File: config.mk
export PLATFORM = sky130hd
export DESIGN_NAME = pipe_scoreboard
export DESIGN_NICKNAME = d
export VERILOG_FILES = /design/src/rtl/pipe_pkg.sv /design/src/rtl/sb_entry.sv /design/src/rtl/pipe_scoreboard.sv
export SDC_FILE = /design/constraint.sdc
export NUM_CORES = 1
export LEC_CHECK = 0
export ABC_CLOCK_PERIOD_IN_PS = 3450
export BUFFER_PORTS_ARGS = -buffer_cell sky130_fd_sc_hd__buf_2
export CELL_PAD_IN_SITES_DETAIL_PLACEMENT = 0
export CELL_PAD_IN_SITES_GLOBAL_PLACEMENT = 1
export CORE_UTILIZATION = 51
export CTS_CLUSTER_SIZE = 16
export DETAILED_ROUTE_END_ITERATION = 10
export GPL_TIMING_DRIVEN = 0
export PLACE_DENSITY_LB_ADDON = 0.1
export SLEW_MARGIN = 5
export SYNTH_ARGS = -nofsm -noshare
export SYNTH_HDL_FRONTEND = slang
export SYNTH_SLANG_ARGS = --single-unit
export TNS_END_PERCENT = 20
File: constraint.sdc
create_clock -name clk -period 3.45 [get_ports clk]
set_clock_uncertainty 0.05 [all_clocks]
set_input_delay 0.345 -clock clk [delete_from_list [all_inputs] [get_ports clk]]
set_output_delay 0.345 -clock clk [all_outputs]
set_load 0.01 [all_outputs]
File: src/rtl/pipe_pkg.sv
// Shared constants for the pipeline register scoreboard (optional forwarding: SB_FORWARD_EN).
// Holds the register index width, the forward-select encodings and the producer latency classes.
package pipe_pkg;

  localparam int IDX_W = 5;

  // E-stage operand source: regfile, E/M pipeline register, M/W pipeline register
  localparam int FWD_RF = 0;
  localparam int FWD_EM = 1;
  localparam int FWD_MW = 2;

  // Minimum producer age before a consumer may leave D, by opcode group
  typedef enum logic [1:0] {
    LAT_ALU  = 2'd0,
    LAT_LOAD = 2'd1,
    LAT_MUL  = 2'd2
  } lat_class_e;

endpackage

File: src/rtl/sb_entry.sv
// One scoreboard entry: busy/age (and latency when SB_FORWARD_EN is defined) for a
// single architectural register, with issue, flush, retirement and hold handling.
module sb_entry
  import pipe_pkg::*;
#(
  parameter int SEL_W       = 2,
  parameter int WB_DEPTH    = 2,
  parameter int FLUSH_DEPTH = 1
) (
  input  logic             clk,
  input  logic             rst,
  input  logic             i_hold,
  input  logic             i_flush,
  input  logic             i_issue,
`ifdef SB_FORWARD_EN
  input  logic [SEL_W-1:0] i_lat,
  output logic [SEL_W-1:0] o_fwd,
`endif
  output logic             o_block
);

  localparam logic [SEL_W-1:0] AGE_LAST  = SEL_W'(WB_DEPTH - 1);
  localparam logic [SEL_W-1:0] AGE_FLUSH = SEL_W'(FLUSH_DEPTH);

  logic             r_busy;
  logic [SEL_W-1:0] r_age;
  logic             w_kill;
  logic             w_retire;

  assign w_kill   = i_flush & (r_age < AGE_FLUSH);
  // At AGE_LAST the producer moves into W next; write-first regfile covers it from there
  assign w_retire = (r_age == AGE_LAST);

  always_ff @(posedge clk or negedge rst) begin
    if (!rst) begin
      r_busy <= 1'b0;
      r_age  <= '0;
    end else if (!i_hold) begin
      if (i_issue) begin
        r_busy <= 1'b1;
        r_age  <= '0;
      end else if (r_busy) begin
        if (w_kill || w_retire) begin
          r_busy <= 1'b0;
          r_age  <= '0;
        end else begin
          r_age <= r_age + 1'b1;
        end
      end
    end
  end

`ifdef SB_FORWARD_EN
  logic [SEL_W-1:0] r_lat;

  always_ff @(posedge clk or negedge rst) begin
    if (!rst) begin
      r_lat <= '0;
    end else if (!i_hold && i_issue) begin
      r_lat <= i_lat;
    end
  end

  assign o_block = r_busy & (r_age < r_lat);
  // Select k means the result sits in pipeline register k after E
  assign o_fwd   = r_busy ? (r_age + 1'b1) : '0;
`else
  assign o_block = r_busy;
`endif

endmodule

File: src/rtl/pipe_scoreboard.sv
// Per-register age/latency scoreboard: decode stall plus registered E-stage forward selects.
// Forwarding is built only when SB_FORWARD_EN is defined; otherwise any busy source stalls.
module pipe_scoreboard
  import pipe_pkg::*;
#(
  parameter int NREG        = 32,
  parameter int IDX_W       = pipe_pkg::IDX_W,
  parameter int WB_DEPTH    = 2,
  parameter int FLUSH_DEPTH = 1,
  parameter int SEL_W       = $clog2(WB_DEPTH + 1)
) (
  input  logic             clk,
  input  logic             rst,
  input  logic             hold,
  input  logic             flush,
  input  logic             id_valid,
  input  logic [IDX_W-1:0] id_rs1_index,
  input  logic [IDX_W-1:0] id_rs2_index,
  input  logic             id_rs1_used,
  input  logic             id_rs2_used,
  input  logic [IDX_W-1:0] id_rd_index,
  input  logic             id_wb_en,
  input  logic [SEL_W-1:0] id_lat,
  output logic             id_stall,
  output logic [SEL_W-1:0] ex_rs1_fwd_sel,
  output logic [SEL_W-1:0] ex_rs2_fwd_sel
);

  logic            w_issue;
  logic            w_rs1_haz;
  logic            w_rs2_haz;
  logic [NREG-1:0] w_block;

`ifdef SB_FORWARD_EN
  localparam logic [SEL_W-1:0] LAT_MAX = SEL_W'(WB_DEPTH);

  logic [SEL_W-1:0] w_lat_clamp;
  logic [SEL_W-1:0] w_fwd [NREG];
  logic [SEL_W-1:0] w_rs1_sel_nxt;
  logic [SEL_W-1:0] w_rs2_sel_nxt;
  logic [SEL_W-1:0] r_rs1_sel;
  logic [SEL_W-1:0] r_rs2_sel;

  assign w_lat_clamp = (id_lat > LAT_MAX) ? LAT_MAX : id_lat;
  assign w_fwd[0]    = '0;
`endif

  // x0 is hard-wired: never busy, never forwarded
  assign w_block[0] = 1'b0;

  assign w_rs1_haz = id_rs1_used & (id_rs1_index != '0) & w_block[id_rs1_index];
  assign w_rs2_haz = id_rs2_used & (id_rs2_index != '0) & w_block[id_rs2_index];
  assign id_stall  = id_valid & (w_rs1_haz | w_rs2_haz);
  assign w_issue   = id_valid & ~id_stall & ~flush & ~hold;

  for (genvar r = 1; r < NREG; r++) begin : g_entry
    logic w_wr;

    assign w_wr = w_issue & id_wb_en & (id_rd_index == IDX_W'(r));

    sb_entry #(
      .SEL_W       (SEL_W),
      .WB_DEPTH    (WB_DEPTH),
      .FLUSH_DEPTH (FLUSH_DEPTH)
    ) u_entry (
      .clk     (clk),
      .rst     (rst),
      .i_hold  (hold),
      .i_flush (flush),
      .i_issue (w_wr),
`ifdef SB_FORWARD_EN
      .i_lat   (w_lat_clamp),
      .o_fwd   (w_fwd[r]),
`endif
      .o_block (w_block[r])
    );
  end

`ifdef SB_FORWARD_EN
  // Non-issue cycles load regfile selects, matching the bubble entering E
  assign w_rs1_sel_nxt = (w_issue & id_rs1_used) ? w_fwd[id_rs1_index] : SEL_W'(FWD_RF);
  assign w_rs2_sel_nxt = (w_issue & id_rs2_used) ? w_fwd[id_rs2_index] : SEL_W'(FWD_RF);

  always_ff @(posedge clk or negedge rst) begin
    if (!rst) begin
      r_rs1_sel <= '0;
      r_rs2_sel <= '0;
    end else if (!hold) begin
      r_rs1_sel <= w_rs1_sel_nxt;
      r_rs2_sel <= w_rs2_sel_nxt;
    end
  end

  assign ex_rs1_fwd_sel = r_rs1_sel;
  assign ex_rs2_fwd_sel = r_rs2_sel;
`else
  logic w_unused_lat;

  assign w_unused_lat   = ^id_lat;
  assign ex_rs1_fwd_sel = SEL_W'(FWD_RF);
  assign ex_rs2_fwd_sel = SEL_W'(FWD_RF);
`endif

endmodule

=== Yosys cells after proc, flatten, opt, wreduce, memory -nomap -nowiden ===
Cells that the tools add are included.

* Memory bits (writable): 0
* Memories: 0
* Register bits: 93
* Output and inout bits: 5
* Latch bits: 0
* Word-level logic and storage cells: 548
* ROM bits: 0

* Bitwise gates (word level): 75
* Eq/ne operators: 62
* $lt $le $gt $ge: 33
* Multiplexer cells: 190
* Divide/modulo/power cells: 0
* Reductions and logical operators: 95
* Multiply operators: 0
* Shift-type cells: 0
* Add/subtract/negate cells: 31

{| class="wikitable"
|+ Operators by type and width
! operator !! number
|-
| 2-bit two-way mux || 93
|-
| 1-bit two-way mux || 95
|-
| 5-bit == test, second input constant || 16
|-
| 1-bit bitwise AND || 71
|-
| 2-bit by 1-bit adder with 2-bit output, second input constant || 31
|-
| 2-bit by 1-bit == test with 1-bit output, second input constant || 31
|-
| 2-bit by 1-bit < comparator with 1-bit output, second input constant || 31
|-
| 2-bit AND reduction || 31
|-
| 2-bit nonzero test || 31
|-
| 5-bit by 4-bit == test with 1-bit output, second input constant || 8
|-
| 1-bit logical OR || 31
|-
| 5-bit by 3-bit == test with 1-bit output, second input constant || 4
|-
| 5-bit by 6-bit < comparator with 1-bit output, second input constant || 2
|-
| 1-bit binary-select mux with 5-bit select || 2
|-
| 5-bit by 2-bit == test with 1-bit output, second input constant || 2
|-
| 5-bit nonzero test || 2
|-
| 5-bit by 1-bit == test with 1-bit output, second input constant || 1
|-
| 1-bit NOT || 3
|-
| 1-bit bitwise OR || 1
|}

=== Depth between registers and ports, before layout ===
Gate-level depths: netlist of run 1.

* Depth after elaboration: 13
* Mapped depth: 12
* Gate-level depth less buffers: 7

=== Modules after synthesis ===
From an unflattened synthesis of run 1, not the netlist that was laid out.

* Cells, all modules: 594
* Area, all modules: 5343.9 µm²

{| class="wikitable"
|+ By module, submodules not included
! module !! cells each !! instances !! area an instance (µm²)
|-
| sb_entry || 15 || 31 || 136.4
|-
| pipe_scoreboard || 129 || 1 || 1116.1
|}

=== Least setup slack after synthesis of run 1 ===
No wires, ideal clock.

* Path type: in2out
* Start point: input id_rs1_index[1]
* End point: output id_stall
* Path slack: 867 ps
* Cell stages on the path: 8
* Data required time: 3055 ps
* Arrival: 2188 ps
* Cells stage by stage: buf_6 mux4_2 mux4_2 nand2b_1 o211ai_2 nand2_2 buf_2 and2_1

* Cells in the longest elaborated chain, start to end: 5
* Elaborated cells on any way between the ends: 7

{| class="wikitable"
|+ RTL lines
! element !! RTL line !! text
|-
| start, declared || pipe_scoreboard.sv:17 || <nowiki>input logic [IDX_W-1:0] id_rs1_index,</nowiki>
|-
| 1-bit binary-select mux with 5-bit select / 5-bit nonzero test (equally long branches) || pipe_scoreboard.sv:51 || <nowiki>assign w_rs1_haz = id_rs1_used & (id_rs1_index != '0) & w_block[id_rs1_index];</nowiki>
|-
| 1-bit two-way mux (implied by the code) / 1-bit bitwise AND (equally long branches) || pipe_scoreboard.sv:51 ||
|-
| 1-bit bitwise AND (*) || pipe_scoreboard.sv:51 ||
|-
| 1-bit bitwise OR (*) || pipe_scoreboard.sv:53 || <nowiki>assign id_stall = id_valid & (w_rs1_haz | w_rs2_haz);</nowiki>
|-
| 1-bit bitwise AND (*) || pipe_scoreboard.sv:53 ||
|-
| end, declared || pipe_scoreboard.sv:24 || <nowiki>output logic id_stall,</nowiki>
|}

Mark *: on every way between the ends. The rest lies on a longest branch, timed or not. The select of a mux whose other input is x is not followed.

=== Final worst setup path of run 1 ===
* Start point: register g_entry[15].u_entry.r_busy
* End point: output id_stall

* Cells in the longest elaborated chain, start to end: 5
* Elaborated cells on any way between the ends: 8

{| class="wikitable"
|+ RTL lines
! element !! RTL line !! text
|-
| start, declared || sb_entry.sv:25 || <nowiki>logic r_busy;</nowiki>
|-
| start signal, assigned || sb_entry.sv:36 || <nowiki>r_busy <= 1'b0;</nowiki>
|-
| start signal, assigned || sb_entry.sv:40 || <nowiki>r_busy <= 1'b1;</nowiki>
|-
| start signal, assigned || sb_entry.sv:44 || <nowiki>r_busy <= 1'b0;</nowiki>
|-
| 1-bit binary-select mux with 5-bit select (on tied branches) || pipe_scoreboard.sv:51, pipe_scoreboard.sv:52 ||
|-
| 1-bit two-way mux (on tied branches) || pipe_scoreboard.sv:51, pipe_scoreboard.sv:52 ||
|-
| 1-bit bitwise AND (on tied branches) || pipe_scoreboard.sv:51, pipe_scoreboard.sv:52 ||
|-
| 1-bit bitwise OR (*) || pipe_scoreboard.sv:53 ||
|-
| 1-bit bitwise AND (*) || pipe_scoreboard.sv:53 ||
|}

Marks and branches as above.

==> flow_summary.yaml, run 1 <==
status:
  status: "finished with violations"
  violations: "hold timing"
synth:
  synth_most_common_cell: "dfrtp_1"
  ys_ff_latch: 93
  yosys_warnings: 0
  async_reset_ff_share_pct: 100
  netlist_instances: 598
  synthTopCellsByCount: "dfrtp_1, a21oi_1, o21ai_0, nor2_1, nor3_1"
  syn_area_mm2: 0.00531
  synth_ff_type: "dfrtp_1"
  synth.distinct_cells: 45
  synth_edf_count: 0
  ys_seq_area_share_pct: 43.8
  synth_top_area_share_pct: 43.8
  synth_area_leaders: "dfrtp_1, a21oi_1, nor2b_1"
  yosysTopAreaCell: "dfrtp_1"
  syn_area_per_cell_um2: 8.88
worst_setup_path:
  cp_slowest_stage_delay_ns: 0.50
  r2r_end: "g_entry[13].u_entry.r_age[1]$_DFFE_PN0P_"
  r2r_slack_ns: 0.69
  cp_cell_sequence: "mux4_2 > mux4_2 > nand2b_1 > o211ai_2 > nand2_2 > buf_2 > and2_1 > buf_2"
  reg2reg_depth: 8
  required_ns: 3.05
  arrival_ns: 2.92
  critPathLaunchType: "register"
  rr_startpoint: "g_entry[15].u_entry.o_block$_DFFE_PN0N_"
  crit_fanout: 10
  cp_slowest_cell: "mux4_2"
  crit_type: "reg -> out"
  endpoint_kind: "output pin"
sta:
  min_period_ns: 3.31
  rsz0062_at_grt: "no"
  period_share_pct: 96.0
  tightest_slew_ns: 1.05
  drv_slew: 0
  fin_hold_ws_ns: -0.0347
  setup_viol_count_final: 0
  clock.fmax_mhz: 302
  finalSetupTns_ns: 0
  slew_headroom_pct: 29.2
  hold_viol: 17
grt:
  gr-total-overflow: 0
  grt_pass1_wl_mm: 24.4
  grt_max_degree: 57
  first_global_vias: 4431
  antenna_found_initial: 0
  gr-usage-all-layers_pct: 29.5
floorplan:
  die_h_um: 104
  core.rowCount: 36
  die_w_um: 104
  fp.coreArea_mm2: 0.00995
  start_util_pct: 53.4
  io_pins: 30
  dieArea_mm2: 0.0108
clock_tree:
  cts_tree: "done"
  clkSinkCount: 93
  clk_latency_ns: 0.37
  cts_buffers: 9
  cts_max_path_buffers: 2
  cts_htree_levels: 3
  clk_pin_slew_ns: 0.10
  hold_buffers: 0
  postCtsSetupBuffers: 0
  cts_resized: 0
  cts-root-buf: "clkbuf_8"
detailed_routing:
  drtIter0Drc: 318
  via_per_inst: 6.18
  final_antenna_net_count: 0
  wire_per_inst_um: 20.0
  drt_wl_total_mm: 15.3
  drtPass1Iterations: 5
  vias: 4732
  drcViolationCount: 0
finish:
  diodes: 0
  nFillCells: 950
  syn2layout_area_growth_pct: 8.83
  final_layout_size_suffix_gt1_share_pct: 10.3
  nNetsFinal: 654
placement:
  place_hpwl_mm: 11.1
  routabilityCongestion: 0.913
  portBuffers: 16
flow_run:
  cap_viol_max_count: 0
pwr:
  leakage_nw: 2.46
  power_mw: 2.20
  cellPowerDensity_mw_per_mm2: 380
  peakVddDrop_uv: 247
min_path:
  hold_path.class: "in -> async"
sequential cells by signal (all words and copies together), names as in the netlist:
signal,cells
g_entry.u_entry.o_block,31
g_entry.u_entry.r_age,62
cell families (layout without fill, tap and decap cells):
logic type | count (synthesis) | count (layout) | synth area share [%]
DFF | 93 | 93 | 43.8
and+or+nand+nor | 222 | 222 | 22.0
muxes | 18 | 18 | 6.08
buffers and inverters | 78 | 110 | 6.57
AOI/OAI and AO/OA | 186 | 186 | 21.5
other | 1 | 4 | 0.0706
routing by layer:
layer	GRT usage [%]	vias up	share of wire (%)	wire (um)
li1	-	2201	-	-
met1	42.3	2354	45	6910
met4	8.47	0	1.6	250
met2	46.1	158	47	7210
met3	4.89	19	6.1	929
met5	0	-	0	0
cells in the final DEF (no fill, tap or decap), types with 2 or more instances in the layout:
cell type,instances
a2111oi_0,4
a21oi_1,59
a22o_1,4
a31oi_1,29
and2_1,3
and3_1,2
buf_1,2
buf_2,24
buf_4,5
buf_6,4
clkbuf_1,25
clkbuf_8,9
clkinvlp_4,3
conb_1,4
dfrtp_1,93
inv_1,35
mux2i_1,6
mux4_2,10
nand2_1,28
nand2b_1,37
nand3_1,12
nor2_1,42
nor2b_1,38
nor3_1,42
nor3b_1,2
nor4_1,6
o211a_1,5
o21ai_0,45
o221a_2,2
o31ai_1,31
or4_1,3
worst max path at each step:
| stage | to | slack [ns] | cells after the start | start |
|---|---|---|---|---|
| final | id_stall | 0.14 | 8 | g_entry[15].u_entry.o_block$_DFFE_PN0N_ |
| after global routing | id_stall | 0.04 | 10 | g_entry[8].u_entry.o_block$_DFFE_PN0N_ |
| after CTS | id_stall | 0.19 | 8 | g_entry[15].u_entry.o_block$_DFFE_PN0N_ |
| after detailed placement | id_stall | 0.40 | 9 | id_rs1_index[3] |
| after global placement | g_entry[9].u_entry.r_age[1]$_DFFE_PN0P_ | 0.38 | 6 | hold |
| after floorplan | id_stall | 0.87 | 8 | id_rs1_index[1] |
critical path: cells and delay by family (launching register included):
family | cells | cell delay [ns]
AO/OA/AOI/OAI | 1 | 0.22
buffers and inverters | 2 | 0.38
multiplexers | 2 | 0.95
AND/OR/NAND/NOR | 3 | 0.53
flip-flops | 1 | 0.47
where the power goes:
group,internal (mW),switching (mW)
clock network,0.334,0.410
registers,1.12,0.0353
logic,0.100,0.197
total,1.56,0.642
per-stage QoR:
| stage | std cells | instance area [um2] | worst slack [ns] | util, % |
|---|---|---|---|---|
| final | 766 | 5780 | 0.138 | 58.1 |
| after global routing | 766 | 5780 | 0.0382 | 58.1 |
| after CTS | 766 | 5780 | 0.191 | 58.1 |
| after detailed placement | 751 | 5590 | 0.403 | 56.2 |
| after global placement | 750 | 5570 | 0.379 | 56.0 |
| after floorplan | 601 | 5320 | 0.867 | - |
final cells by class:
cell class | instances | area, um2 | area share, %
multi-input cells | 430 | 2650 | 45.8
well taps | 133 | 166 | 2.88
clock buffers | 10 | 128 | 2.21
repair buffers | 17 | 103 | 1.77
plain buffers | 43 | 218 | 3.77
inverters | 35 | 131 | 2.27
flip-flops and latches | 93 | 2330 | 40.3
clock inverters | 5 | 61.3 | 1.06
No activity file was read; power rests on OpenSTA's default activity.
==> inputs of run 2 (changes only) <==
--- a/config.mk
+++ b/config.mk
@@ -16,3 +16,3 @@
 export PLACE_DENSITY_LB_ADDON = 0.1
-export SLEW_MARGIN = 5
+export SLEW_MARGIN = 20
 export SYNTH_ARGS = -nofsm -noshare
==> constraint.sdc (replaced) <==
create_clock -name clk -period 3.45 [get_ports clk]
set_clock_uncertainty 0.05 [all_clocks]
set_input_delay 0.1725 -clock clk [delete_from_list [all_inputs] [get_ports clk]]
set_output_delay 0.1725 -clock clk [all_outputs]
set_load 0.01 [all_outputs]
==> run 2 against run 1 <==
The flow now finishes without violations. Cell area up 0.41%. Critical path depth unchanged. Critical endpoint unchanged. Flip-flop and latch count unchanged. Global-route usage down 0.33 points. Clock power down 0.7%. Sequential share of layout area down 0.16 points. Sequential power about the same.
==> flow_summary.yaml, run 2 (synthesized netlist as in run 1, its figures left out) <==
status:
  status: "completed"
clock_tree:
  cts-root-buf: "clkbuf_8"
  cts_htree_levels: 3
  clkSinkCount: 93
  cts_max_path_buffers: 2
  cts_tree: "done"
  clk_pin_slew_ns: 0.10
  cts_buffers: 9
  cts_resized: 0
  clk_latency_ns: 0.37
grt:
  gr-total-overflow: 0
  grt_max_degree: 76
  grt_pass1_wl_mm: 24.2
  first_global_vias: 4374
  antenna_found_initial: 0
  gr-usage-all-layers_pct: 29.2
worst_setup_path:
  cp_cell_sequence: "mux4_2 > mux4_2 > nand2b_1 > o211ai_2 > nand2_2 > buf_2 > and2_1 > buf_2"
  crit_cells: 8
  crit_family: "multiplexers"
  endpoint_kind: "output pin"
  cp-startpoint: "g_entry[30].u_entry.o_block$_DFFE_PN0N_"
  reg2reg_depth: 8
  r2r_end: "g_entry[13].u_entry.r_age[1]$_DFFE_PN0P_"
  crit_type: "reg -> out"
  required_ns: 3.23
  setup.worst_path.end: "id_stall"
  arrival_ns: 2.90
  cp_slowest_stage_delay_ns: 0.51
  cp_slowest_cell: "mux4_2"
  rr_startpoint: "g_entry[30].u_entry.o_block$_DFFE_PN0N_"
  r2r_slack_ns: 0.68
  crit_fanout: 10
  critPathLaunchType: "register"
  cp_num_buf_inv: 2
sta:
  clock.fmax_mhz: 320
  fin_hold_ws_ns: 0.152
  rsz0062_at_grt: "no"
  min_period_ns: 3.12
  finalSetupTns_ns: 0
  hold_viol: 0
  setup_viol_count_final: 0
  tightest_slew_ns: 1.00
  slew_headroom_pct: 32.5
  period_share_pct: 90.5
  drv_slew: 0
detailed_routing:
  final_antenna_net_count: 0
  drt_wl_total_mm: 15.4
  via_per_inst: 6.29
  drtPass1Iterations: 5
  drcViolationCount: 0
  wire_per_inst_um: 20.1
  vias: 4815
  drtIter0Drc: 382
pwr:
  comb_power_share_pct: 13.7
  cellPowerDensity_mw_per_mm2: 379
  switchingPower_mw: 0.642
  p_int_mw: 1.56
  clkPwrFrac_pct: 33.6
  peakVddDrop_uv: 232
  p_sw_share_pct: 29.2
  pwr-share-seq_pct: 52.7
  leakage_nw: 2.47
finish:
  largest_reg_flops: 62
  diodes: 0
  multi_input_area_mm2: 0.00265
  final_layout_size_suffix_gt1_share_pct: 10.4
  nFillCells: 933
  register_area_mm2: 0.00233
  mostFrequentLayoutCells: "dfrtp_1, a21oi_1, o21ai_0"
  nNetsFinal: 655
  syn2layout_area_growth_pct: 9.28
  regMostFlops: "g_entry.u_entry.r_age"
  layout_commonest_cell: "dfrtp_1"
floorplan:
  die_w_um: 104
  core.rowCount: 36
  start_util_pct: 53.4
  die_h_um: 104
  fp.coreArea_mm2: 0.00995
  dieArea_mm2: 0.0108
  io_pins: 30
placement:
  portBuffers: 16
  place_hpwl_mm: 11.0
  routabilityCongestion: 0.913
flow_run:
  cap_viol_max_count: 0
min_path:
  hold_path.class: "in -> async"
-- run 2: timing repair --
item,in CTS,in global routing
hold buffers,1,0
hold endpoints to repair,93,0
setup buffers,0,0
-- run 2: layer usage --
| metal | track usage, % | wire, um |
|---|---|---|
| met4 | 9.08 | 260 |
| met1 | 43.0 | 7100 |
| met3 | 4.89 | 972 |
| met5 | 0 | 0 |
| met2 | 43.9 | 7040 |
-- run 2: per-stage QoR --
stage	std cells	instance area [um2]	util [%]	total power [mW]	setup slack, ns
final	766	5810	58.3	2.20	0.328
after CTS	766	5800	58.3	2.20	0.356
after global placement	750	5570	56.0	1.46	0.551
after detailed placement	751	5600	56.3	1.47	0.605
after global routing	766	5810	58.3	2.28	0.227
after floorplan	601	5320	-	1.36	1.12
-- run 2: how the worst min path moves through the flow --
stage	start	end	slack (ns)
2_1_floorplan	rst	g_entry[10].u_entry.o_block$_DFFE_PN0N_	-0.17
4_1_cts	rst	g_entry[21].u_entry.r_age[1]$_DFFE_PN0P_	0.16
3_3_place_gp	g_entry[20].u_entry.r_age[1]$_DFFE_PN0P_	g_entry[20].u_entry.o_block$_DFFE_PN0N_	0.45
5_1_grt	rst	g_entry[21].u_entry.r_age[1]$_DFFE_PN0P_	0.16
6_report	rst	g_entry[21].u_entry.r_age[1]$_DFFE_PN0P_	0.15
3_5_place_dp	rst	g_entry[21].u_entry.r_age[1]$_DFFE_PN0P_	-0.02
-- run 2: cell type report --
cell class	count	share of cell area, %
clock inverters	5	1.06
multi-input cells	430	45.7
plain buffers	43	3.75
flip-flops and latches	93	40.1
inverters	35	2.26
well taps	133	2.87
repair buffers	18	2.13
clock buffers	9	2.13
-- run 2: power by group through the flow --
stage / Combinational [mW] / Clock (mW) / Sequential (mW)
after floorplan: 0.185 / 0 / 1.17
after global placement: 0.286 / 0 / 1.18
after detailed placement: 0.295 / 0 / 1.18
after CTS: 0.297 / 0.744 / 1.16
after global routing: 0.330 / 0.788 / 1.16
final: 0.300 / 0.739 / 1.16
-- run 2: worst reg2reg max path, cell delays in order, from the launching register on --
cell	delay, ns
dfrtp_1	0.46
mux4_2	0.51
mux4_2	0.45
nand2b_1	0.16
o211ai_2	0.21
and2_1	0.22
buf_6	0.11
buf_2	0.31
a31oi_1	0.15
